File: config.mk
export PLATFORM = sky130hd
export DESIGN_NAME = writeback_regfile
export DESIGN_NICKNAME = d
export VERILOG_FILES = /design/src/rtl/writeback_regfile.sv
export SDC_FILE = /design/constraint.sdc
export NUM_CORES = 2
export LEC_CHECK = 0
export CAP_MARGIN = 20
export CORE_AREA = 2 2 434 436
export DETAILED_ROUTE_END_ITERATION = 8
export DIE_AREA = 0 0 436 438
export PLACE_DENSITY = 0.56
export SLEW_MARGIN = 20
export SYNTH_ARGS = -nofsm -noshare
export SYNTH_HDL_FRONTEND = slang
export SYNTH_SLANG_ARGS = --single-unit
File: constraint.sdc
create_clock -name clk -period 3.36 [get_ports clk]
set_input_delay 0.672 -clock clk [delete_from_list [all_inputs] [get_ports clk]]
set_output_delay 0.672 -clock clk [all_outputs]
set_load 0.03 [all_outputs]
File: src/rtl/writeback_regfile.sv
// SEQ Y86-64 write-back stage: 15x64 register file plus sticky processor status.
// Writes land one edge after a step strobe. There is no backpressure; once stopped, the block ignores step until rst.
module writeback_regfile (
  input  logic        clk,
  input  logic        rst,
  input  logic        step,
  input  logic [3:0]  icode,
  input  logic [3:0]  rA,
  input  logic [3:0]  rB,
  input  logic        cnd,
  input  logic [63:0] valE,
  input  logic [63:0] valM,
  input  logic        instr_valid,
  input  logic        imem_error,
  input  logic        dmem_error,
  output logic [63:0] rax,
  output logic [63:0] rcx,
  output logic [63:0] rdx,
  output logic [63:0] rbx,
  output logic [63:0] rsp,
  output logic [63:0] rbp,
  output logic [63:0] rsi,
  output logic [63:0] rdi,
  output logic [63:0] r8,
  output logic [63:0] r9,
  output logic [63:0] r10,
  output logic [63:0] r11,
  output logic [63:0] r12,
  output logic [63:0] r13,
  output logic [63:0] r14,
  output logic [2:0]  stat,
  output logic        halted
);

  localparam logic [0:0] ST_RUN     = 1'b0;
  localparam logic [0:0] ST_STOPPED = 1'b1;

  localparam logic [2:0] STAT_AOK = 3'd1;
  localparam logic [2:0] STAT_HLT = 3'd2;
  localparam logic [2:0] STAT_ADR = 3'd3;
  localparam logic [2:0] STAT_INS = 3'd4;

  localparam logic [3:0] I_HALT   = 4'h0;
  localparam logic [3:0] I_RRMOVQ = 4'h2;
  localparam logic [3:0] I_IRMOVQ = 4'h3;
  localparam logic [3:0] I_MRMOVQ = 4'h5;
  localparam logic [3:0] I_OPQ    = 4'h6;
  localparam logic [3:0] I_CALL   = 4'h8;
  localparam logic [3:0] I_RET    = 4'h9;
  localparam logic [3:0] I_PUSHQ  = 4'hA;
  localparam logic [3:0] I_POPQ   = 4'hB;

  localparam logic [3:0] R_RSP  = 4'h4;
  localparam logic [3:0] R_NONE = 4'hF;

  localparam int NREG = 15;

  logic [63:0] regs_q [NREG];
  logic [63:0] regs_d [NREG];
  logic [0:0]  state_q, state_d;
  logic [2:0]  stat_q, stat_d;

  logic [3:0]  dst_e;
  logic [3:0]  dst_m;
  logic [2:0]  stat_nxt;
  logic        wr_en;

  always_comb begin
    dst_e = R_NONE;
    dst_m = R_NONE;
    case (icode)
      I_RRMOVQ:                  dst_e = cnd ? rB : R_NONE;
      I_IRMOVQ, I_OPQ:           dst_e = rB;
      I_MRMOVQ:                  dst_m = rA;
      I_CALL, I_RET, I_PUSHQ:    dst_e = R_RSP;
      I_POPQ: begin
        dst_e = R_RSP;
        dst_m = rA;
      end
      default: begin
        dst_e = R_NONE;
        dst_m = R_NONE;
      end
    endcase
  end

  always_comb begin
    stat_nxt = STAT_AOK;
    if (imem_error)        stat_nxt = STAT_ADR;
    else if (!instr_valid) stat_nxt = STAT_INS;
    else if (dmem_error)   stat_nxt = STAT_ADR;
    else if (icode == I_HALT) stat_nxt = STAT_HLT;
  end

  // The instruction that stops the processor must not commit any register.
  assign wr_en = step && (state_q == ST_RUN) && (stat_nxt == STAT_AOK);

  always_comb begin
    for (int i = 0; i < NREG; i++) begin
      regs_d[i] = regs_q[i];
      if (wr_en && (dst_e == 4'(i))) regs_d[i] = valE;
      // Ordered after valE so a shared destination (popq %rsp) keeps valM.
      if (wr_en && (dst_m == 4'(i))) regs_d[i] = valM;
    end
  end

  always_comb begin
    state_d = state_q;
    stat_d  = stat_q;
    if (step && (state_q == ST_RUN)) begin
      stat_d  = stat_nxt;
      state_d = (stat_nxt == STAT_AOK) ? ST_RUN : ST_STOPPED;
    end
  end

  always_ff @(posedge clk) begin
    if (rst) begin
      state_q <= ST_RUN;
      stat_q  <= STAT_AOK;
      for (int i = 0; i < NREG; i++) regs_q[i] <= 64'h0;
    end else begin
      state_q <= state_d;
      stat_q  <= stat_d;
      for (int i = 0; i < NREG; i++) regs_q[i] <= regs_d[i];
    end
  end

  assign rax = regs_q[0];
  assign rcx = regs_q[1];
  assign rdx = regs_q[2];
  assign rbx = regs_q[3];
  assign rsp = regs_q[4];
  assign rbp = regs_q[5];
  assign rsi = regs_q[6];
  assign rdi = regs_q[7];
  assign r8  = regs_q[8];
  assign r9  = regs_q[9];
  assign r10 = regs_q[10];
  assign r11 = regs_q[11];
  assign r12 = regs_q[12];
  assign r13 = regs_q[13];
  assign r14 = regs_q[14];

  assign stat   = stat_q;
  assign halted = (stat_q != STAT_AOK);

endmodule

After elaboration in Yosys (flattened, before gate mapping)
Memory sizes are Yosys's and may differ from the RTL's. Cells that the tools add are included.

Memories: 1. Flip-flop bits (word level): 4. Bits in writable memories: 960. Output and inout port bits: 964.

Eq/ne operators: 38. Reductions and logical operators: 38. Bitwise gates (word level): 16. Multiplexer cells: 56.

Memory list: regs_q (depth 15, width 64, read ports 15, clocked after Yosys merged registers in 0, wr ports 15, RTL line 58) `logic [63:0] regs_q [NREG];`.

Operators by type and width (count): $mux W64 (45); $eq A4 B4 Y1 const B (18); $eq A4 B3 Y1 const B (10); $logic_and A1 B1 Y1 (32); $eq A4 B2 Y1 const B (6); $or A1 B1 Y1 (15); $logic_not A4 Y1 (3); $pmux W4 S3 (1); $eq A4 B1 Y1 const B (2); $mux W4 (2); $mux W3 (2); $mux W1 (4); $mux W2 (2); $reduce_or A2 Y1 (2); $reduce_or A4 Y1 (1); $eq A3 B1 Y1 const B (1); $ne A3 B1 Y1 const B (1); $not A1 Y1 (1).

Longest topological paths before layout
Word-level depth: 11. Mapped depth: 11. Gate-level depth less buffers: 6.

Least setup slack after synthesis
Ideal clock, no wire load.

Kind: input to register. Start point: input port icode[3]. End point: memory regs_q[14][13] (netlist: regs_q[1][397]). Required time: 3.214 ns. Slack: 0.654 ns. Setup time: 0.146 ns. Data arrival time: 2.560 ns. Stages: 9. Cell sequence: buf_6 or3b_4 a2111oi_4 buf_6 and3_4 a31o_2 buf_2 buf_2 a211oi_2.

RTL lines: start, declared (RTL line 7) `input logic [3:0] icode,`; end, declared (RTL line 58).

==> impl_metrics.json <==
{
  "routed-via-count": 44800,
  "period_share_pct": 89.4,
  "final-hold-violation-count": 0,
  "grt-ovfl-total": 0,
  "ys_ff_latch": 964,
  "die-height_um": 438,
  "placedCellCount": 8149,
  "synth_warnings": 0,
  "cp_data_required_time_ns": 3.97,
  "routed_wirelength_mm": 251,
  "holdBufCountCts": 0,
  "wl_per_cell_um": 30.1,
  "clkLatencyLatePin_ns": 0.76,
  "clk_pin_slew_ns": 0.06,
  "vias_per_cell": 5.36,
  "slowest_delay_ns": 0.69,
  "first_iter_violations": 4712,
  "cp_startpoint_kind": "input port",
  "cts_tree": "built",
  "drt_pre_antenna_iters": 7,
  "critical_path.reg2reg.startpoint": "state_q",
  "fin_tns_setup_ns": 0,
  "fin_cells": 8364,
  "post-dp-hpwl_mm": 175,
  "die_area_um2": 191000,
  "multiInputGateArea_um2": 21800,
  "seq_area_frac_synth_pct": 43.7,
  "grt_start_max_net_pins": 104,
  "max_slew_margin_pct": 22.1,
  "rrSetupSlack_ns": 0.80,
  "status": "complete, no violations",
  "post_cts.resized_instances": 0,
  "synth_enable_flop_cells": 0,
  "slew_viol_final": 0,
  "grt_pass1_wl_mm": 344,
  "number_of_antenna_violations_at_the_first_check_in_global_routing": 16,
  "n_fill_cell": 19100,
  "drt_drc_violations_left": 0,
  "die_x_um": 436,
  "clk_root_buffer_cell": "clkbuf_16",
  "worst_ir_drop_vdd_uv": 423,
  "postSynth.asyncResetShare_pct": 0,
  "clock_tree.buffer_depth": 3,
  "drive_above_1_share_pct": 12.7,
  "rsz_0062_raised_after_global_routing": "false",
  "syn_area_um2": 44200,
  "fp.coreArea_um2": 187000,
  "ys_types": 60,
  "worstPathMaxFanout": 10,
  "num_cts_buffers": 111,
  "finalInstanceArea_um2": 63300,
  "start_util_pct": 23.7,
  "cts.sinks": 964,
  "timing.setup.critical_path_class": "in -> reg",
  "cp_data_arrival_time_ns": 3.61,
  "dpl_cell_area_um2": 59600,
  "placementRows": 159,
  "cts_max_level": 3,
  "cap_violations": 0,
  "worstReg2RegEnd": "regs_q[0][101]",
  "post-route-worst-setup-slack_ns": 0.357,
  "seqCellArea_um2": 19300,
  "global_route.usage.total_pct": 25.0,
  "slowest_cell_on_the_critical_path": "nor4_2",
  "max_freq_mhz": 333,
  "ys.flop_type": "dfxtp_1",
  "mappedNetlistNets": 4958,
  "fin_worst_skew_ns": 0.0347,
  "pwr_density_cell_nw_per_um2": 411,
  "max_slew.worst_pin.slew_ns": 1.17,
  "num-nets-final": 5914,
  "place_ws_ns": -0.444,
  "numPortBuffers": 1110,
  "hold_path_end": "stat[1]",
  "min-delay-path-class": "in -> reg",
  "setup.worst_path.end_class": "flop",
  "hp-start": "rst",
  "leading_cell_type_in_the_layout_fill_and_taps_excluded": "clkdlybuf4s50_1",
  "rr_worst_depth": 7,
  "cts_post_setup_buffers_inserted": 0,
  "ant_nets": 0,
  "ios": 1111,
  "min_delay_path_depth": 2,
  "fin_crit_ns": 3.00,
  "synthesis.instances": 4811,
  "power.total_mw": 26.0,
  "area.growth.synth_to_final_pct": 43.4,
  "syn_avg_cell_area_um2": 9.18,
  "power.static_leakage_nw": 22.0,
  "finalSetupViolations": 0,
  "chain_of_cells_forming_the_critical_path": "clkdlybuf4s50_1 > or3_1 > nand4b_1 > nor4_2 > buf_4 > buf_4 > mux2i_1 > a211oi_2",
  "first_global_vias": 42300,
  "cp_common_cell": "buf_4",
  "final_cell_mix": "clkdlybuf4s50_1 (1,109), dfxtp_1 (964), nor2_1 (738)",
  "gp_congestion": 0.903
}
## how the worst max path moves through the flow
stage	endpoint	cells after the start	slack (ns)	start
finish	regs_q[0][101]	8	0.36	icode[0]
global route	regs_q[0][99]	9	0.29	icode[2]
CTS	halted	2	0.39	stat[0]
detailed placement	regs_q[0][107]	9	-0.44	icode[2]
global placement	regs_q[0][101]	9	-0.44	icode[2]
floorplan	regs_q[1][397]	9	0.65	icode[3]
## final cells by class
| type | count | area share (%) |
|---|---|---|
| Multi-Input combinational cell | 3174 | 34.4 |
| Sequential cell | 964 | 30.5 |
| Timing Repair Buffer | 1449 | 23.9 |
| Clock buffer | 170 | 5.26 |
| Tap cell | 2495 | 4.93 |
| Clock inverter | 37 | 0.666 |
| Inverter | 67 | 0.397 |
| Antenna cell | 8 | 0.0316 |
## synth_stat cells, types with 21 or more instances
master    instances  area [um^2]
a221oi_2         60          901
o22ai_1          35          219
and3_1           41          257
buf_2           202         1010
nor2b_1          72          450
mux2i_1         573         5740
clkbuf_1        315         1180
a311oi_1        100          876
nand2_1         418         1570
nor2_1          739         2770
a211oi_1        460         3450
nor3_1          104          521
buf_4            40          300
a31oi_1         128          801
a211oi_2        101         1260
a21oi_1          66          330
inv_1            67          251
a221oi_1        196         1720
dfxtp_1         964        19300
buf_12           21          420
## layer usage
metal | GRT usage, % | vias to the layer above | part of all wire, %
met2 | 39.5 | 2671 | 45
met3 | 6.29 | 655 | 9.1
met5 | 0 | - | 0.010
li1 | - | 19400 | -
met4 | 16.2 | 4 | 7.6
met1 | 30.1 | 22100 | 38
## cell families after synthesis
group	after synthesis	synth area share, %
flops	964	43.7
mux	575	13.0
buf+inv	673	7.61
compound gates	1169	22.1
simple gates	1430	13.5
## critical path, delay by kind of cell
family / cells / cell delay [ns]
AO/OA/AOI/OAI: 1 / 0.11
multiplexers: 1 / 0.22
AND/OR/NAND/NOR: 3 / 1.26
buffers and inverters: 3 / 1.32
## report_power, final
| group | internal (mW) | switching, mW | leakage [nW] |
|---|---|---|---|
| Combinational | 0.502 | 1.29 | 12.4 |
| Clock | 7.29 | 5.47 | 1.87 |
| Sequential | 11.5 | 0.0188 | 7.76 |
| Total | 19.2 | 6.77 | 22.0 |
## registers in the layout (all words and copies together) (netlist names)
name / count
stat: 3
state_q: 1
regs_q: 960
## stage by stage
step | util [%] | hold WS, ns
global route | 33.9 | 0.405
global placement | 31.9 | 0.445
detailed placement | 31.9 | 0.449
floorplan | - | 0.442
finish | 33.9 | 0.442
CTS | 33.9 | 0.344
Power figures use the tool's default switching activity.
